===== src/rtl/load_store_unit_pkg.sv =====
// Shared definitions for the load/store unit: funct3 encodings, FSM states, legality helper.
package load_store_unit_pkg;

    localparam logic [2:0] F3_LB  = 3'b000;
    localparam logic [2:0] F3_LH  = 3'b001;
    localparam logic [2:0] F3_LW  = 3'b010;
    localparam logic [2:0] F3_LBU = 3'b100;
    localparam logic [2:0] F3_LHU = 3'b101;
    localparam logic [2:0] F3_SB  = 3'b000;
    localparam logic [2:0] F3_SH  = 3'b001;
    localparam logic [2:0] F3_SW  = 3'b010;

    typedef enum logic [2:0] {
        ST_IDLE  = 3'd0,
        ST_REQ0  = 3'd1,
        ST_WAIT0 = 3'd2,
        ST_REQ1  = 3'd3,
        ST_WAIT1 = 3'd4,
        ST_RESP  = 3'd5
    } lsu_state_e;

    function automatic logic f3_illegal(input logic write, input logic [2:0] func3);
        if (write) begin
            return !(func3 == F3_SB || func3 == F3_SH || func3 == F3_SW);
        end
        return !(func3 == F3_LB || func3 == F3_LH || func3 == F3_LW ||
                 func3 == F3_LBU || func3 == F3_LHU);
    endfunction

endpackage


===== src/rtl/lsu_align.sv =====
// Combinational lane steering: store strobes/data over two words, load extract and extend.
module lsu_align
    import load_store_unit_pkg::*;
(
    input  logic [2:0]  func3,
    input  logic [1:0]  off,
    input  logic [31:0] wdata,
    input  logic [31:0] rdata_lo,
    input  logic [31:0] rdata_hi,
    output logic [7:0]  strb_c,
    output logic [63:0] wdata_c,
    output logic [31:0] ldata_c
);
    logic [3:0]  base_strb;
    logic [31:0] rsh;

    // Strobes and data span two words: bits [3:0]/[31:0] are beat0, the rest beat1.
    always_comb begin
        unique case (func3[1:0])
            2'b00:   base_strb = 4'h1;
            2'b01:   base_strb = 4'h3;
            default: base_strb = 4'hF;
        endcase
        strb_c  = {4'b0000, base_strb} << off;
        wdata_c = {32'h0, wdata} << {off, 3'b000};
        rsh     = 32'({rdata_hi, rdata_lo} >> {off, 3'b000});
        unique case (func3)
            F3_LB:   ldata_c = {{24{rsh[7]}}, rsh[7:0]};
            F3_LH:   ldata_c = {{16{rsh[15]}}, rsh[15:0]};
            F3_LBU:  ldata_c = {24'h0, rsh[7:0]};
            F3_LHU:  ldata_c = {16'h0, rsh[15:0]};
            default: ldata_c = rsh;
        endcase
    end

endmodule


===== src/rtl/load_store_unit.sv =====
// CPU-side load/store initiator for a word-addressed, byte-strobed data memory.
// Define MISALIGNED_SPLIT_EN to split misaligned accesses into two beats instead of erroring.
module load_store_unit
    import load_store_unit_pkg::*;
#(
    parameter int unsigned ADDR_W = 32
) (
    input  logic              clk,
    input  logic              rst_n,
    input  logic              req_valid,
    output logic              req_ready,
    input  logic              req_write,
    input  logic [2:0]        req_func3,
    input  logic [ADDR_W-1:0] req_addr,
    input  logic [31:0]       req_wdata,
    output logic              resp_valid,
    output logic [31:0]       resp_rdata,
    output logic              resp_err,
    output logic              mem_req,
    output logic              mem_we,
    output logic [ADDR_W-1:0] mem_addr,
    output logic [3:0]        mem_wstrb,
    output logic [31:0]       mem_wdata,
    input  logic              mem_gnt,
    input  logic              mem_rvalid,
    input  logic [31:0]       mem_rdata
);
    lsu_state_e        state_q, state_d;
    logic              write_q, write_d;
    logic [2:0]        func3_q, func3_d;
    logic [ADDR_W-1:0] addr_q, addr_d;
    logic [31:0]       wdata_q, wdata_d;
    logic              split_q, split_d;
    logic [31:0]       rdata_lo_q, rdata_lo_d;

    logic              req_ready_q, req_ready_d;
    logic              resp_valid_q, resp_valid_d;
    logic [31:0]       resp_rdata_q, resp_rdata_d;
    logic              resp_err_q, resp_err_d;
    logic              mem_req_q, mem_req_d;
    logic              mem_we_q, mem_we_d;
    logic [ADDR_W-1:0] mem_addr_q, mem_addr_d;
    logic [3:0]        mem_wstrb_q, mem_wstrb_d;
    logic [31:0]       mem_wdata_q, mem_wdata_d;

    logic              idle, in_wait1, illegal, misaligned;
    logic              f_write;
    logic [2:0]        f_func3;
    logic [ADDR_W-1:0] f_addr, word_addr;
    logic [31:0]       f_wdata, al_lo, al_hi, ldata;
    logic [7:0]        strb8;
    logic [63:0]       wdata64;

    // In IDLE the incoming request feeds decode so the first beat is ready at accept.
    assign idle      = (state_q == ST_IDLE);
    assign in_wait1  = (state_q == ST_WAIT1);
    assign f_write   = idle ? req_write : write_q;
    assign f_func3   = idle ? req_func3 : func3_q;
    assign f_addr    = idle ? req_addr  : addr_q;
    assign f_wdata   = idle ? req_wdata : wdata_q;
    assign word_addr = {f_addr[ADDR_W-1:2], 2'b00};
    assign illegal   = f3_illegal(f_write, f_func3);
    assign misaligned = (f_func3[1:0] == 2'b10 && f_addr[1:0] != 2'b00) ||
                        (f_func3[1:0] == 2'b01 && f_addr[1:0] == 2'b11);
    assign al_lo     = in_wait1 ? rdata_lo_q : mem_rdata;
    assign al_hi     = in_wait1 ? mem_rdata  : 32'h0;

    lsu_align u_align (
        .func3    (f_func3),
        .off      (f_addr[1:0]),
        .wdata    (f_wdata),
        .rdata_lo (al_lo),
        .rdata_hi (al_hi),
        .strb_c   (strb8),
        .wdata_c  (wdata64),
        .ldata_c  (ldata)
    );

    always_comb begin
        state_d      = state_q;
        write_d      = write_q;
        func3_d      = func3_q;
        addr_d       = addr_q;
        wdata_d      = wdata_q;
        split_d      = split_q;
        rdata_lo_d   = rdata_lo_q;
        resp_err_d   = 1'b0;
        resp_rdata_d = 32'h0;

        unique case (state_q)
            ST_IDLE: begin
                if (req_valid) begin
                    write_d = req_write;
                    func3_d = req_func3;
                    addr_d  = req_addr;
                    wdata_d = req_wdata;
                    split_d = 1'b0;
                    if (illegal) begin
                        state_d    = ST_RESP;
                        resp_err_d = 1'b1;
                    end else if (misaligned) begin
`ifdef MISALIGNED_SPLIT_EN
                        split_d = 1'b1;
                        state_d = ST_REQ0;
`else
                        state_d    = ST_RESP;
                        resp_err_d = 1'b1;
`endif
                    end else begin
                        state_d = ST_REQ0;
                    end
                end
            end
            ST_REQ0:  if (mem_gnt) state_d = ST_WAIT0;
            ST_WAIT0: begin
                if (mem_rvalid) begin
                    rdata_lo_d = mem_rdata;
                    if (split_q) begin
                        state_d = ST_REQ1;
                    end else begin
                        state_d      = ST_RESP;
                        resp_rdata_d = write_q ? 32'h0 : ldata;
                    end
                end
            end
            ST_REQ1:  if (mem_gnt) state_d = ST_WAIT1;
            ST_WAIT1: begin
                if (mem_rvalid) begin
                    state_d      = ST_RESP;
                    resp_rdata_d = write_q ? 32'h0 : ldata;
                end
            end
            ST_RESP:  state_d = ST_IDLE;
            default:  state_d = ST_IDLE;
        endcase

        // Outputs are registered versions of what the next state presents.
        req_ready_d  = (state_d == ST_IDLE);
        resp_valid_d = (state_d == ST_RESP);
        mem_req_d    = (state_d == ST_REQ0) || (state_d == ST_REQ1);
        mem_we_d     = mem_req_d & f_write;
        mem_addr_d   = '0;
        mem_wstrb_d  = 4'h0;
        mem_wdata_d  = 32'h0;
        if (state_d == ST_REQ0) begin
            mem_addr_d  = word_addr;
            mem_wstrb_d = strb8[3:0];
            mem_wdata_d = f_write ? wdata64[31:0] : 32'h0;
        end else if (state_d == ST_REQ1) begin
            mem_addr_d  = word_addr + ADDR_W'(4);
            mem_wstrb_d = strb8[7:4];
            mem_wdata_d = f_write ? wdata64[63:32] : 32'h0;
        end
    end

    always_ff @(posedge clk or negedge rst_n) begin
        if (!rst_n) begin
            state_q      <= ST_IDLE;
            write_q      <= 1'b0;
            func3_q      <= 3'h0;
            addr_q       <= '0;
            wdata_q      <= 32'h0;
            split_q      <= 1'b0;
            rdata_lo_q   <= 32'h0;
            req_ready_q  <= 1'b1;
            resp_valid_q <= 1'b0;
            resp_rdata_q <= 32'h0;
            resp_err_q   <= 1'b0;
            mem_req_q    <= 1'b0;
            mem_we_q     <= 1'b0;
            mem_addr_q   <= '0;
            mem_wstrb_q  <= 4'h0;
            mem_wdata_q  <= 32'h0;
        end else begin
            state_q      <= state_d;
            write_q      <= write_d;
            func3_q      <= func3_d;
            addr_q       <= addr_d;
            wdata_q      <= wdata_d;
            split_q      <= split_d;
            rdata_lo_q   <= rdata_lo_d;
            req_ready_q  <= req_ready_d;
            resp_valid_q <= resp_valid_d;
            resp_rdata_q <= resp_rdata_d;
            resp_err_q   <= resp_err_d;
            mem_req_q    <= mem_req_d;
            mem_we_q     <= mem_we_d;
            mem_addr_q   <= mem_addr_d;
            mem_wstrb_q  <= mem_wstrb_d;
            mem_wdata_q  <= mem_wdata_d;
        end
    end

    assign req_ready  = req_ready_q;
    assign resp_valid = resp_valid_q;
    assign resp_rdata = resp_rdata_q;
    assign resp_err   = resp_err_q;
    assign mem_req    = mem_req_q;
    assign mem_we     = mem_we_q;
    assign mem_addr   = mem_addr_q;
    assign mem_wstrb  = mem_wstrb_q;
    assign mem_wdata  = mem_wdata_q;

endmodule

===== config.mk =====
export PLATFORM = sky130hd
export DESIGN_NAME = load_store_unit
export DESIGN_NICKNAME = d
export VERILOG_FILES = /design/src/rtl/load_store_unit_pkg.sv /design/src/rtl/lsu_align.sv /design/src/rtl/load_store_unit.sv
export SDC_FILE = /design/constraint.sdc
export NUM_CORES = 1
export LEC_CHECK = 0
export CAP_MARGIN = 15
export CORE_ASPECT_RATIO = 0.6
export CORE_MARGIN = 4
export CORE_UTILIZATION = 58
export DETAILED_ROUTE_END_ITERATION = 8
export DONT_BUFFER_PORTS = 1
export PLACE_DENSITY = 0.74
export SYNTH_ARGS = -nofsm -noshare
export SYNTH_HDL_FRONTEND = slang
export SYNTH_SLANG_ARGS = --single-unit

===== constraint.sdc =====
create_clock -name clk -period 8.05 [get_ports clk]
set_input_delay 1.61 -clock clk [delete_from_list [all_inputs] [get_ports clk]]
set_output_delay 1.61 -clock clk [all_outputs]
set_load 0.005 [all_outputs]

# Yosys cells after proc, flatten, opt, wreduce, memory -nomap -nowiden
# Index checks and enable logic that the tools add are counted.
[word_totals] reg_bits=208 in_bits=105 out_inout_bits=105 word_cells=85
[op_classes] n_addsub=1 eq_ne=14 n_shift=3 muxes=33 bitwise_logic=1 n_reduce_logical=18
[op_table] operator="32-bit 2-to-1 mux" count=13
[op_table] operator="32-bit one-hot mux with 4 select lines" count=1
[op_table] operator="32-bit by 5-bit << shifter with 64-bit output" count=1
[op_table] operator="64-bit by 5-bit >> shifter with 32-bit output" count=1
[op_table] operator="32-bit by 3-bit adder with 32-bit output, second input constant" count=1
[op_table] operator="3-bit 2-to-1 mux" count=7
[op_table] operator="3-bit by 2-bit equality test with 1-bit output, second input constant" count=4
[op_table] operator="3-bit equality test, second input constant" count=4
[op_table] operator="3-bit one-hot mux with 4 select lines" count=1
[op_table] operator="3-bit by 1-bit equality test with 1-bit output, second input constant" count=3
[op_table] operator="3-bit logical NOT" count=3
[op_table] operator="1-bit 2-to-1 mux" count=8
[op_table] operator="4-bit 2-to-1 mux" count=2
[op_table] operator="4-bit one-hot mux with 2 select lines" count=1
[op_table] operator="4-bit by 2-bit << shifter with 8-bit output" count=1
[op_table] operator="1-bit logical OR" count=6
[op_table] operator="2-bit equality test, second input constant" count=2
[op_table] operator="2-bit AND reduction" count=2
[op_table] operator="2-bit by 1-bit equality test with 1-bit output, second input constant" count=1
[op_table] operator="1-bit logical AND" count=2
[op_table] operator="1-bit logical NOT" count=2
[op_table] operator="2-bit logical NOT" count=1
[op_table] operator="2-bit nonzero test" count=1
[op_table] operator="2-bit OR reduction" count=1
[op_table] operator="1-bit bitwise AND" count=1

# Logic depth before layout (Yosys ltp)
[depth] word_depth=15 depth_mapped=13 depth_no_buf=8

# Hierarchy
# From an unflattened synthesis, not the netlist that was laid out.
[hier_totals] cells_unflattened=1280 area_unflattened_um2=11843.9
[modules_own_cells] mod="load_store_unit" instances=1 cells_per_inst=1038 area_each_um2=9790.6 seq_area_each_um2=5156.2
[modules_own_cells] mod="lsu_align" instances=1 cells_per_inst=242 area_each_um2=2053.2 seq_area_each_um2=0.0

# Worst setup path after synthesis
# Ideal clock, no wire load.
[synth_timing] kind="input to register" start="in req_addr[0]" end="reg mem_wdata_q[23] (netlist: mem_wdata[23])" setup_ps=94 arrival_ps=3263 required_time_ps=7956 path_slack_ps=4693 path_stages=8 path_buffers=1 cell_sequence="buf_6 nor2_1 a32oi_1 a211oi_4 inv_4 nor3_4 o21ai_2 a221oi_2"
[synth_via] elab_chain_cells=11 word_cells_on_any_way=17 classes_between="3 x eq/ne; 1 x shift; 9 x mux; 4 x reduce/logical"
[synth_rtl] element="start: declaration" line_no="load_store_unit.sv:14" text="input logic [ADDR_W-1:0] req_addr,"
[synth_rtl] element="32-bit 2-to-1 mux *" line_no="load_store_unit.sv:59" text="assign f_addr = idle ? req_addr : addr_q;"
[synth_rtl] element="2-bit equality test / 2-bit nonzero test (equally long branches)" line_no="load_store_unit.sv:64, load_store_unit.sv:63"
[synth_rtl] element="1-bit logical AND, on equally long branches" line_no="load_store_unit.sv:64, load_store_unit.sv:63"
[synth_rtl] element="1-bit logical OR *" line_no="load_store_unit.sv:63" text="assign misaligned = (f_func3[1:0] == 2'b10 && f_addr[1:0] != 2'b00) ||"
[synth_rtl] element="3-bit 2-to-1 mux *" line_no="load_store_unit.sv:101" text="end else if (misaligned) begin"
[synth_rtl] element="3-bit 2-to-1 mux *" line_no="load_store_unit.sv:98" text="if (illegal) begin"
[synth_rtl] element="3-bit 2-to-1 mux *" line_no="load_store_unit.sv:92" text="if (req_valid) begin"
[synth_rtl] element="3-bit one-hot mux with 4 select lines *" line_no="load_store_unit.sv:90" text="unique case (state_q)"
[synth_rtl] element="named net state_d[2]" line_no="load_store_unit.sv:28" text="lsu_state_e state_q, state_d;"
[synth_rtl] element="3-bit by 2-bit equality test with 1-bit output" line_no="load_store_unit.sv:149" text="end else if (state_d == ST_REQ1) begin"
[synth_rtl] element="32-bit 2-to-1 mux" line_no="load_store_unit.sv:149"
[synth_rtl] element="32-bit 2-to-1 mux *" line_no="load_store_unit.sv:145" text="if (state_d == ST_REQ0) begin"
[synth_rtl] element="named net mem_wdata_d[23]" line_no="load_store_unit.sv:44" text="logic [31:0] mem_wdata_q, mem_wdata_d;"
[synth_rtl] element="end signal: assignment" line_no="load_store_unit.sv:190" text="mem_wdata_q <= mem_wdata_d;"
[synth_rtl] element="end: declaration" line_no="load_store_unit.sv:44"
# Mark *: on every way through the listed nets, which the timed path passes. The rest lies on a longest branch.
# A chain may end at the register's enable or synchronous reset.

# Worst setup path in the final report
[layout_timing] start="reg state_q[1]" end="reg resp_rdata_q[14] (netlist: resp_rdata[14])"
[layout_via] elab_chain_cells=7 word_cells_on_any_way=17 classes_between="5 x eq/ne; 1 x shift; 8 x mux; 3 x reduce/logical"
[layout_rtl] element="start: declaration" line_no="load_store_unit.sv:28"
[layout_rtl] element="start signal: assignment" line_no="load_store_unit.sv:175" text="state_q <= state_d;"
[layout_rtl] element="3-bit equality test / 3-bit logical NOT (equally long branches)" line_no="load_store_unit.sv:56, load_store_unit.sv:90, load_store_unit.sv:55"
[layout_rtl] element="32-bit 2-to-1 mux (tied with other cells)" line_no="load_store_unit.sv:65" text="assign al_lo = in_wait1 ? rdata_lo_q : mem_rdata;"
[layout_rtl] element="64-bit by 5-bit >> shifter with 32-bit output (tied with other cells)" line_no="lsu_align.sv:26" text="rsh = 32'({rdata_hi, rdata_lo} >> {off, 3'b000});"
[layout_rtl] element="32-bit one-hot mux with 4 select lines" line_no="lsu_align.sv:27" text="unique case (func3)"
[layout_rtl] element="32-bit 2-to-1 mux" line_no="load_store_unit.sv:122, load_store_unit.sv:130"
[layout_rtl] element="32-bit 2-to-1 mux" line_no="load_store_unit.sv:116" text="if (mem_rvalid) begin"
[layout_rtl] element="32-bit 2-to-1 mux *"
[layout_rtl] element="named net resp_rdata_d[14]" line_no="load_store_unit.sv:38" text="logic [31:0] resp_rdata_q, resp_rdata_d;"
[layout_rtl] element="end signal: assignment" line_no="load_store_unit.sv:184" text="resp_rdata_q <= resp_rdata_d;"
[layout_rtl] element="end: declaration" line_no="load_store_unit.sv:38"
# Marks and branches as above.

==> impl_results.md <==
- Main synth FF type: dfrtp_1
- Clock buffer count from CTS: 21
- Initial antenna violation count: 1
- Min-delay worst type: reg2reg
- Vias per cell: approximately 6.7
- GRT Util Overall: 0.284
- Worst hold endpoint: rdata_lo_q[6]$_DFFE_PN0P_
- Fin. max-slew vios: 0
- Yosys cell types: 76
- Crit path launch type: register
- Min cycle time layout: between 4000 and 5000 ps
- # H-tree levels: 1
- Sequential fraction of the synthesis area: 0.451
- Initial Util: 0.596
- WP data arrival: ~4500 ps
- Fin crit share: 0.506
- Required @ worst endpoint: around 8500 ps
- Clk slew on worst S/H paths: 60 ps
- Min-delay src: rdata_lo_q[6]$_DFFE_PN0P_
- DRT iter0 DRCs: between 900 and 1000
- F_max: between 200 and 250 MHz
- CP endpoint kind: register
- #FFs+latches synth: between 200 and 250
- Finished Layout Cells: about 1300
- CTS max path bufs: 3
- Met2 WL: ~13000 µm
- Asr flop ratio synth: 1.00
- Mapped cell area: 11400 µm²
- Router iterations before antenna repair: 5
- Slew HR: 0.265
- Largest stage delay on the critical path: 830 ps
- GR Overflow Total: 0
- Reg-to-Reg End: resp_rdata[14]$_DFF_PN0_
- Fillers: between 1500 and 2000
- Worst-Margin Slew: 1100 ps
- Routability cong.: 0.903
- Clock root buffer master: clkbuf_16
- Core Rows: 39
- Top layer used by detailed routing: met4
- EDFF count, synth: 0
- CP dominant cell by count: buf_4
- Die Area: roughly 22000 µm²
- Synth Area per Inst: 10.5 µm²
- Status: complete, no violations
- Final TNS setup: 0 ps
- VDD IR-drop max: between 300 and 400 µV
- RSZ-0062 raised after global routing: false
- Postcts setup bufs: 0
- Slowest-stage cell, CP: mux2_2
- Nets: 1148
- Post-Place Cells: about 1300
- Met3 wire length: 3570 µm
- Final hold vios: 0
- Post-detail-place hpwl: roughly 22000 µm
- Synth-to-layout area growth: 6.39%
- Detailed Route WL: about 32000 µm
- I/O pins: 210
- Post-route DRC: 0
- First-pass GRT wire length: between 40000 and 50000 µm
- ANT cells: 0
- Later-pin clock latency in the skew report: around 500 ps
- Via Count: 8806
- R2R Setup Slk: slightly below 4000 ps
- Crit-path cells: nor3_4, buf_4, mux2_2, buf_4, nand4_1, a21oi_1, and2_1, a21o_1
- Die W: approximately 190 µm
- MaxCap Viol Count: 0
- TritonCTS clock tree: yes
- Hold buffers post-CTS: 0
- Core area: ~19000 µm²
- Largest net degree at the start of global routing: about 210
- WS Path Type: reg2reg
- Clock skew: 16.7 ps
- Post-cts resize count: 0
- Yosys warns: 0
- Final setup vio count: 0
- Power Dens Cells: ~460 nW/µm²
- DR WL/cell: ~24 µm
- Gate Count Post-Synth: around 1100
- LEAKAGE: between 5 and 6 nW
- ANT nets after route: 0
- Port-buffer cells: 0
- Die Y-Extent: between 100 and 150 µm
- Number of global-route vias before repair: about 8400
- Crit-path max FO: 46
- Reg2reg start: state_q[1]$_DFF_PN0_
- R2R depth: 8
- Share of post-route cells with drive strength above 1: 0.211
- Clock sink total: 206
- Worst hold path depth: 1
- WL met1: 14600 µm
cells in the mapped netlist, types with 6 or more instances:
cell type / count / share of area
mux2_2: 113 / 0.11
a221oi_1: 8 / 0.0061
nor3_1: 19 / 0.0083
buf_2: 26 / 0.011
dfrtp_1: 205 / 0.45
a31oi_1: 8 / 0.0044
nor2b_1: 10 / 0.0055
buf_6: 6 / 0.0059
nand4_1: 16 / 0.0088
inv_1: 6 / 0.0020
and3_1: 12 / 0.0066
nand3_1: 35 / 0.015
a21o_1: 9 / 0.0059
o221a_2: 8 / 0.0079
mux2i_1: 79 / 0.069
o22ai_1: 7 / 0.0038
clkbuf_1: 30 / 0.0099
buf_4: 12 / 0.0079
a211oi_1: 11 / 0.0072
mux4_2: 16 / 0.032
nor2_1: 87 / 0.029
nand2_1: 117 / 0.038
o21ai_0: 17 / 0.0074
a21oi_1: 103 / 0.045
a2bb2oi_1: 6 / 0.0046
xor2_1: 8 / 0.0061
or3_1: 7 / 0.0038
xnor2_1: 9 / 0.0069
metal layers:
metal / GRT usage / up-vias
li1: - / 3872
met1: 0.434 / 4400
met2: 0.402 / 476
met3: 0.0815 / 58
met4: 0.0679 / 0
met5: 0 / -
cells by family (layout without fill, tap and decap cells):
kind of cell,Yosys count,count (layout),synth area share
compound gates,224,224,0.134
xor+xnor,17,17,0.0130
fa+ha+maj,1,1,0.00110
buf+inv,85,55,0.0389
flops,206,206,0.451
mux,210,210,0.215
other cells,1,2,0.000328
simple gates,341,341,0.146
worst max path at each step:
stage / startpoint / endpoint / slack, ps / depth (start not counted)
2_1_floorplan: req_addr[0] / mem_wdata[23]$_DFF_PN0_ / 4690 / 8
3_3_place_gp: req_valid / mem_wdata[23]$_DFF_PN0_ / 3790 / 7
3_5_place_dp: req_valid / mem_wdata[23]$_DFF_PN0_ / 3690 / 7
4_1_cts: state_q[1]$_DFF_PN0_ / resp_rdata[14]$_DFF_PN0_ / 4090 / 8
5_1_grt: state_q[1]$_DFF_PN0_ / resp_rdata[14]$_DFF_PN0_ / 3800 / 8
6_report: state_q[1]$_DFF_PN0_ / resp_rdata[14]$_DFF_PN0_ / 3980 / 8
placed cells by master, fill, tap and decap left out, types with 9 or more instances in the layout:
cell,instances
mux2i_1,77
o21ai_0,17
a21o_1,9
clkbuf_16,21
nor2b_1,10
a211oi_1,11
xnor2_1,9
mux4_2,16
nand2_1,117
mux2_2,113
nand3_1,35
a21oi_1,103
nor3_1,18
and3_1,12
buf_4,11
dfrtp_1,204
nor2_1,87
nand4_1,16
final cells by class:
type	count	area, µm²	share of cell area
multi-input combinational	795	5870	0.483
sequential	206	5160	0.424
clock buffer	31	593	0.0488
tap	266	333	0.0274
clock inverter	6	92.6	0.00762
timing repair buffer	11	82.6	0.00680
inverter	7	28.8	0.00237
state kept, by name, indices dropped and copies added, names as in the netlist:
| signal | cells |
|---|---|
| state_q | 3 |
| write_q | 1 |
| mem_addr | 30 |
| req_ready | 1 |
| rdata_lo_q | 32 |
| resp_valid | 1 |
| resp_err | 1 |
| mem_wstrb | 4 |
| mem_we | 1 |
| addr_q | 32 |
| func3_q | 3 |
| mem_req | 1 |
| mem_wdata | 32 |
| resp_rdata | 32 |
| wdata_q | 32 |
power by group:
part / internal, W / total [W] / switching [W]
clock network: 0.000578 / 0.000989 / 0.000411
registers: 0.00144 / 0.00180 / 0.000359
logic: 0.00115 / 0.00283 / 0.00168
critical path, delay by kind of cell, from the launching register on:
| kind | cells | cell delay [ps] |
|---|---|---|
| multiplexers | 1 | 830 |
| flip-flops | 1 | 710 |
| buffers and inverters | 2 | 1000 |
| AND/OR/NAND/NOR | 3 | 940 |
| AO/OA/AOI/OAI | 2 | 480 |
through the flow:
step | utilization | setup slack [ps] | instance area [µm²] | total power (W) | hold WS [ps]
3_3_place_gp | 0.598 | 3790 | 11500 | 0.00450 | 480
5_1_grt | 0.634 | 3800 | 12200 | 0.00597 | 520
3_5_place_dp | 0.598 | 3690 | 11500 | 0.00457 | 488
6_report | 0.634 | 3980 | 12200 | 0.00561 | 502
4_1_cts | 0.634 | 4090 | 12200 | 0.00558 | 502
2_1_floorplan | - | 4690 | 11400 | 0.00397 | 472
Power figures use the tool's default switching activity.
